**config.mk**
```make
export PLATFORM = sky130hd
export DESIGN_NAME = booth_mult_arbiter
export DESIGN_NICKNAME = d
export VERILOG_FILES = /design/src/rtl/booth_mult_arbiter.sv
export SDC_FILE = /design/constraint.sdc
export NUM_CORES = 1
export LEC_CHECK = 0
export CAP_MARGIN = 20
export CORE_MARGIN = 2
export CORE_UTILIZATION = 43
export CTS_CLUSTER_DIAMETER = 120
export DETAILED_ROUTE_END_ITERATION = 6
export PLACE_DENSITY = 0.87
export SETUP_SLACK_MARGIN = 0.02
export SYNTH_ARGS = -nofsm -noshare
export SYNTH_HDL_FRONTEND = slang
export SYNTH_SLANG_ARGS = --single-unit
```
**constraint.sdc**
```tcl
create_clock -name clk -period 5.6 [get_ports clk]
set_clock_uncertainty 0.05 [all_clocks]
set_input_delay 1.12 -clock clk [delete_from_list [all_inputs] [get_ports clk]]
set_output_delay 1.12 -clock clk [all_outputs]
set_load 0.02 [all_outputs]
```
**src/rtl/booth_mult_arbiter.sv**
```systemverilog
// Round-robin front end that shares a single sequential booth_mult8 between
// NUM_REQ requesters, with a start/done sequencer, watchdog and response channel.
module booth_mult_arbiter #(
    parameter int WIDTH   = 8,
    parameter int NUM_REQ = 4,
    parameter int ID_W    = 2,
    parameter int TIMEOUT = 16
) (
    input  logic                    clk,
    input  logic                    rst,
    input  logic [NUM_REQ-1:0]      req_valid,
    output logic [NUM_REQ-1:0]      req_ready,
    input  logic [NUM_REQ*WIDTH-1:0] req_a,
    input  logic [NUM_REQ*WIDTH-1:0] req_b,
    input  logic [2*NUM_REQ-1:0]    req_sign,
    output logic                    mul_start,
    output logic [WIDTH-1:0]        mul_multiplicand,
    output logic [WIDTH-1:0]        mul_multiplier,
    output logic [1:0]              mul_sign_mode,
    input  logic [2*WIDTH-1:0]      mul_product,
    input  logic                    mul_done,
    output logic                    rsp_valid,
    input  logic                    rsp_ready,
    output logic [ID_W-1:0]         rsp_id,
    output logic [2*WIDTH-1:0]      rsp_product,
    output logic                    rsp_timeout,
    output logic                    busy
);

    localparam logic [1:0] IDLE  = 2'd0;
    localparam logic [1:0] ISSUE = 2'd1;
    localparam logic [1:0] WAIT  = 2'd2;
    localparam logic [1:0] RESP  = 2'd3;

    localparam int WD_W = $clog2(TIMEOUT);
    localparam logic [WD_W-1:0] WD_LAST   = WD_W'(TIMEOUT - 1);
    localparam logic [ID_W-1:0] LAST_INIT = ID_W'(NUM_REQ - 1);

    logic [1:0]       state;
    logic [ID_W-1:0]  last_grant;
    logic [ID_W-1:0]  cur_id;
    logic [WD_W-1:0]  watchdog;
    logic [WIDTH-1:0] a_q;
    logic [WIDTH-1:0] b_q;
    logic [1:0]       sign_q;

    logic [WIDTH-1:0] a_arr    [NUM_REQ];
    logic [WIDTH-1:0] b_arr    [NUM_REQ];
    logic [1:0]       sign_arr [NUM_REQ];

    logic             grant_found;
    logic [ID_W-1:0]  grant_idx;
    logic             wrap_found;
    logic [ID_W-1:0]  wrap_idx;

    for (genvar j = 0; j < NUM_REQ; j++) begin : g_unpack
        assign a_arr[j]    = req_a[j*WIDTH +: WIDTH];
        assign b_arr[j]    = req_b[j*WIDTH +: WIDTH];
        assign sign_arr[j] = req_sign[2*j +: 2];
    end

    // Rotating priority: lowest valid index above last_grant wins, otherwise
    // wrap around to the lowest valid index at or below it.
    always_comb begin
        grant_found = 1'b0;
        grant_idx   = '0;
        wrap_found  = 1'b0;
        wrap_idx    = '0;
        for (int unsigned j = 0; j < NUM_REQ; j++) begin
            if (req_valid[j]) begin
                if (ID_W'(j) > last_grant) begin
                    if (!grant_found) begin
                        grant_found = 1'b1;
                        grant_idx   = ID_W'(j);
                    end
                end else if (!wrap_found) begin
                    wrap_found = 1'b1;
                    wrap_idx   = ID_W'(j);
                end
            end
        end
        if (!grant_found) begin
            grant_found = wrap_found;
            grant_idx   = wrap_idx;
        end
    end

    always_comb begin
        req_ready = '0;
        if (state == IDLE && grant_found) begin
            req_ready[grant_idx] = 1'b1;
        end
    end

    always_ff @(posedge clk) begin
        if (rst) begin
            state       <= IDLE;
            last_grant  <= LAST_INIT;
            cur_id      <= '0;
            watchdog    <= '0;
            a_q         <= '0;
            b_q         <= '0;
            sign_q      <= '0;
            rsp_id      <= '0;
            rsp_product <= '0;
            rsp_timeout <= 1'b0;
        end else begin
            case (state)
                IDLE: begin
                    if (grant_found) begin
                        a_q    <= a_arr[grant_idx];
                        b_q    <= b_arr[grant_idx];
                        sign_q <= sign_arr[grant_idx];
                        cur_id <= grant_idx;
                        state  <= ISSUE;
                    end
                end
                ISSUE: begin
                    watchdog <= '0;
                    state    <= WAIT;
                end
                WAIT: begin
                    watchdog <= watchdog + 1'b1;
                    if (mul_done) begin
                        rsp_product <= mul_product;
                        rsp_timeout <= 1'b0;
                        rsp_id      <= cur_id;
                        state       <= RESP;
                    end else if (watchdog == WD_LAST) begin
                        rsp_product <= '0;
                        rsp_timeout <= 1'b1;
                        rsp_id      <= cur_id;
                        state       <= RESP;
                    end
                end
                default: begin
                    if (rsp_ready) begin
                        last_grant <= cur_id;
                        state      <= IDLE;
                    end
                end
            endcase
        end
    end

    assign mul_start        = (state == ISSUE);
    assign rsp_valid        = (state == RESP);
    assign busy             = (state != IDLE);
    assign mul_multiplicand = a_q;
    assign mul_multiplier   = b_q;
    assign mul_sign_mode    = sign_q;

endmodule

```
==> results.cfg <==
[cts]
clockBufferDepth = 2
path_clk_slew_ns = 0.08
postCtsHoldBufs = 0
post-cts-setup-buffer-count = 0
cts_root_buffer = clkbuf_8
clk-insertion-delay-late_ns = 0.30
cts-htree-levels = 2
cts_resized = 0
tritoncts = done
cts.sinks = 47
cts_made_buffers = 5

[routing]
first_pass_iters = 5
dr_total_vias = 2634
drc = 0
via_per_inst = 5.49
wl_per_cell_um = 15.9
ant_nets = 0
drt-initial-drc-count = 252
wl_um = 7640

[setup_path]
worstPathMaxFanout = 16
worstSetupPathType = in2out
path_buf_inv = 3
r2r_setup_slack_ns = 3.23
worst-path-stages = 8
worst_ep_required_time_ns = 4.43
r2r_start = last_grant[1]$_SDFFE_PP1P_
end_kind = output port
slowest_stage = clkdlybuf4s50_1
crit_chain = clkdlybuf4s50_1 -> nor2_1 -> o21ai_1 -> nor3_4 -> buf_4 -> or2_1 -> nor2_1 -> clkdlybuf4s50_1
arrival_ns = 3.63
reg2reg_depth = 5
start_kind = input port
cp_top_family = buffers and inverters
worstReg2RegEnd = mul_multiplicand[4]$_SDFFE_PP0P_
critical_path.endpoint = req_ready[1]
startpoint = req_valid[1]
cp_slowest_stage_delay_ns = 0.62

[placed_design]
gp_congestion = 0.807
hpwlAfterDp_um = 5850
placed_cell_area_sq_um = 4000
portBuffers = 139

[floorplanning]
num_rows = 28
start_util = 0.444
die_area_sq_um = 6720
die-width_um = 82.0
core_sq_um = 5890
io_pins = 140
fp.dieH_um = 82.0

[yosys]
synth_xor_area_frac = 0
syn_area_sq_um = 2610
synth_top_family_by_area = compound AO/OA/AOI/OAI gates
synthesis.nets = 379
ys_ff_latch = 47
synth_cells = 277
yosysSeqAreaShare = 0.360
synth_compound_area_frac = 0.243
synth-adder-area-share = 0.0287
synth.area.mux_share = 0.137
synth_warnings = 0
synth-simple-area-share = 0.177
synth_cell_types = 44
avgSynthCellArea_sq_um = 9.44

[global_route]
grt_use_total = 0.223
overflow = 0
grt_start_max_net_pins = 50
antenna_found_initial = 0
grt_pass1_vias = 2543
grt_pass1_wl_um = 11600

[timing]
max_slew_margin = 0.438
setup_tns_ns = 0
max_freq_ghz = 0.209
worst-slew-pin-transition_ns = 0.843
setup_viol = 0
period_share = 0.856
slew_violations = 0
fin_crit_ns = 4.80
hold_viol = 0
rsz0062_at_grt = false

[finish]
fin_area_sq_um = 4100
n_fill_cell = 459
final_common_cell = clkdlybuf4s50_1
layout_common_cells = clkdlybuf4s50_1 (138), dfxtp_1 (47), nor2_1 (30)
diodes = 0
fin_nets = 506
drive_gt1_frac = 0.101
area_growth_pct = 57.0

[pwr]
power_density_nw_per_um2 = 331
ir_drop_v = 0.000190
power.leakage_nw = 1.60

[status]
status = finished, final reports clean

[worst_hold_path]
hold_class = reg2reg

[job]
max-cap-violations = 0
==> stage by stage <==
step	total power, W	std cells	hold WS [ns]	setup WS [ns]	util
after floorplan	0.000859	277	0.413	2.07	-
after global placement	0.00113	471	0.393	0.890	0.679
after detailed placement	0.00115	471	0.397	0.803	0.679
after CTS	0.00137	479	0.413	0.804	0.696
after global routing	0.00144	480	0.441	0.654	0.697
final	0.00136	480	0.409	0.804	0.697
==> worst reg2reg max path: stages, from the launching register on <==
cell and delay (ns):
dfxtp_1 0.60, mux2i_4 0.36, o2bb2ai_2 0.19, nor2_4 0.45
mux2_2 0.41, o211a_1 0.21
==> metal layers <==
layer	GRT usage	share of wire	up-vias
met3	0.0560	0.089	20
met4	0.0767	0.027	0
li1	-	-	1266
met5	0	0	-
met2	0.390	0.50	129
met1	0.263	0.39	1219
==> power breakdown <==
group	switching, W	total (W)	internal, W
Combinational	0.000344	0.000682	0.000338
Sequential	0.0000463	0.000457	0.000411
Clock	0.000118	0.000219	0.000101
==> state kept, by name, indices dropped and copies added (netlist names) <==
| register | cells |
|---|---|
| cur_id | 2 |
| last_grant | 2 |
| mul_multiplicand | 8 |
| mul_multiplier | 8 |
| mul_sign_mode | 2 |
| rsp_id | 2 |
| rsp_product | 16 |
| rsp_timeout | 1 |
| state | 2 |
| watchdog | 4 |
==> cells by family (layout without fill, tap and decap cells) <==
group	count (synthesis)	count (layout)
AO/OA/AOI/OAI	78	78
adder cells (fa/ha/maj)	6	6
buffers and inverters	28	156
flip-flops	47	47
multiplexers	30	30
AND/OR/NAND/NOR	88	88
==> worst min-delay path by stage <==
stage	start	end	slack (ns)	cells after the start
after global routing	rsp_timeout$_SDFFE_PP0P_	rsp_timeout$_SDFFE_PP0P_	0.44	2
after detailed placement	rsp_timeout$_SDFFE_PP0P_	rsp_timeout$_SDFFE_PP0P_	0.40	2
after floorplan	watchdog[1]$_SDFFE_PP0P_	watchdog[1]$_SDFFE_PP0P_	0.41	2
final	rsp_timeout$_SDFFE_PP0P_	rsp_timeout$_SDFFE_PP0P_	0.41	2
after global placement	rsp_timeout$_SDFFE_PP0P_	rsp_timeout$_SDFFE_PP0P_	0.39	2
after CTS	rsp_timeout$_SDFFE_PP0P_	rsp_timeout$_SDFFE_PP0P_	0.41	2
==> synth_stat cells, drive strengths merged <==
| cell type | count | area [sq um] |
|---|---|---|
| dfxtp | 47 | 941 |
| nor2 | 31 | 124 |
| mux2i | 18 | 193 |
| a22oi | 16 | 120 |
| nand3 | 15 | 75.1 |
| clkbuf | 14 | 52.6 |
| nand2b | 13 | 81.3 |
| o21ai | 13 | 65.1 |
| a31oi | 12 | 75.1 |
| mux2 | 12 | 165 |
| o211a | 11 | 110 |
| a21oi | 9 | 45.0 |
| nand2 | 9 | 36.3 |
| buf | 8 | 66.3 |
| nand3b | 8 | 60.1 |
| o221ai | 7 | 105 |
| ha | 6 | 75.1 |
| inv | 6 | 22.5 |
| a211o | 2 | 17.5 |
| a211oi | 2 | 20.0 |
| and3 | 2 | 12.5 |
| nor3 | 2 | 21.3 |
| nor4 | 2 | 12.5 |
| or3 | 2 | 12.5 |
| a21boi | 1 | 7.51 |
| a21o | 1 | 7.51 |
| a2bb2oi | 1 | 26.3 |
| and2 | 1 | 6.26 |
| and2b | 1 | 7.51 |
| nor3b | 1 | 7.51 |
| o21ba | 1 | 10.0 |
| o21bai | 1 | 11.3 |
| o2bb2ai | 1 | 15.0 |
| or2 | 1 | 6.26 |
==> final cells by class <==
type | count | area, sq um | share of cell area
multi-input cells | 202 | 1540 | 0.375
clock buffers | 6 | 82.6 | 0.0201
inverters | 6 | 22.5 | 0.00549
flip-flops and latches | 47 | 941 | 0.229
well taps | 75 | 93.8 | 0.0229
clock inverters | 2 | 16.3 | 0.00396
repair buffers | 142 | 1410 | 0.343
Note: power is estimated with default switching activity, not from simulation.
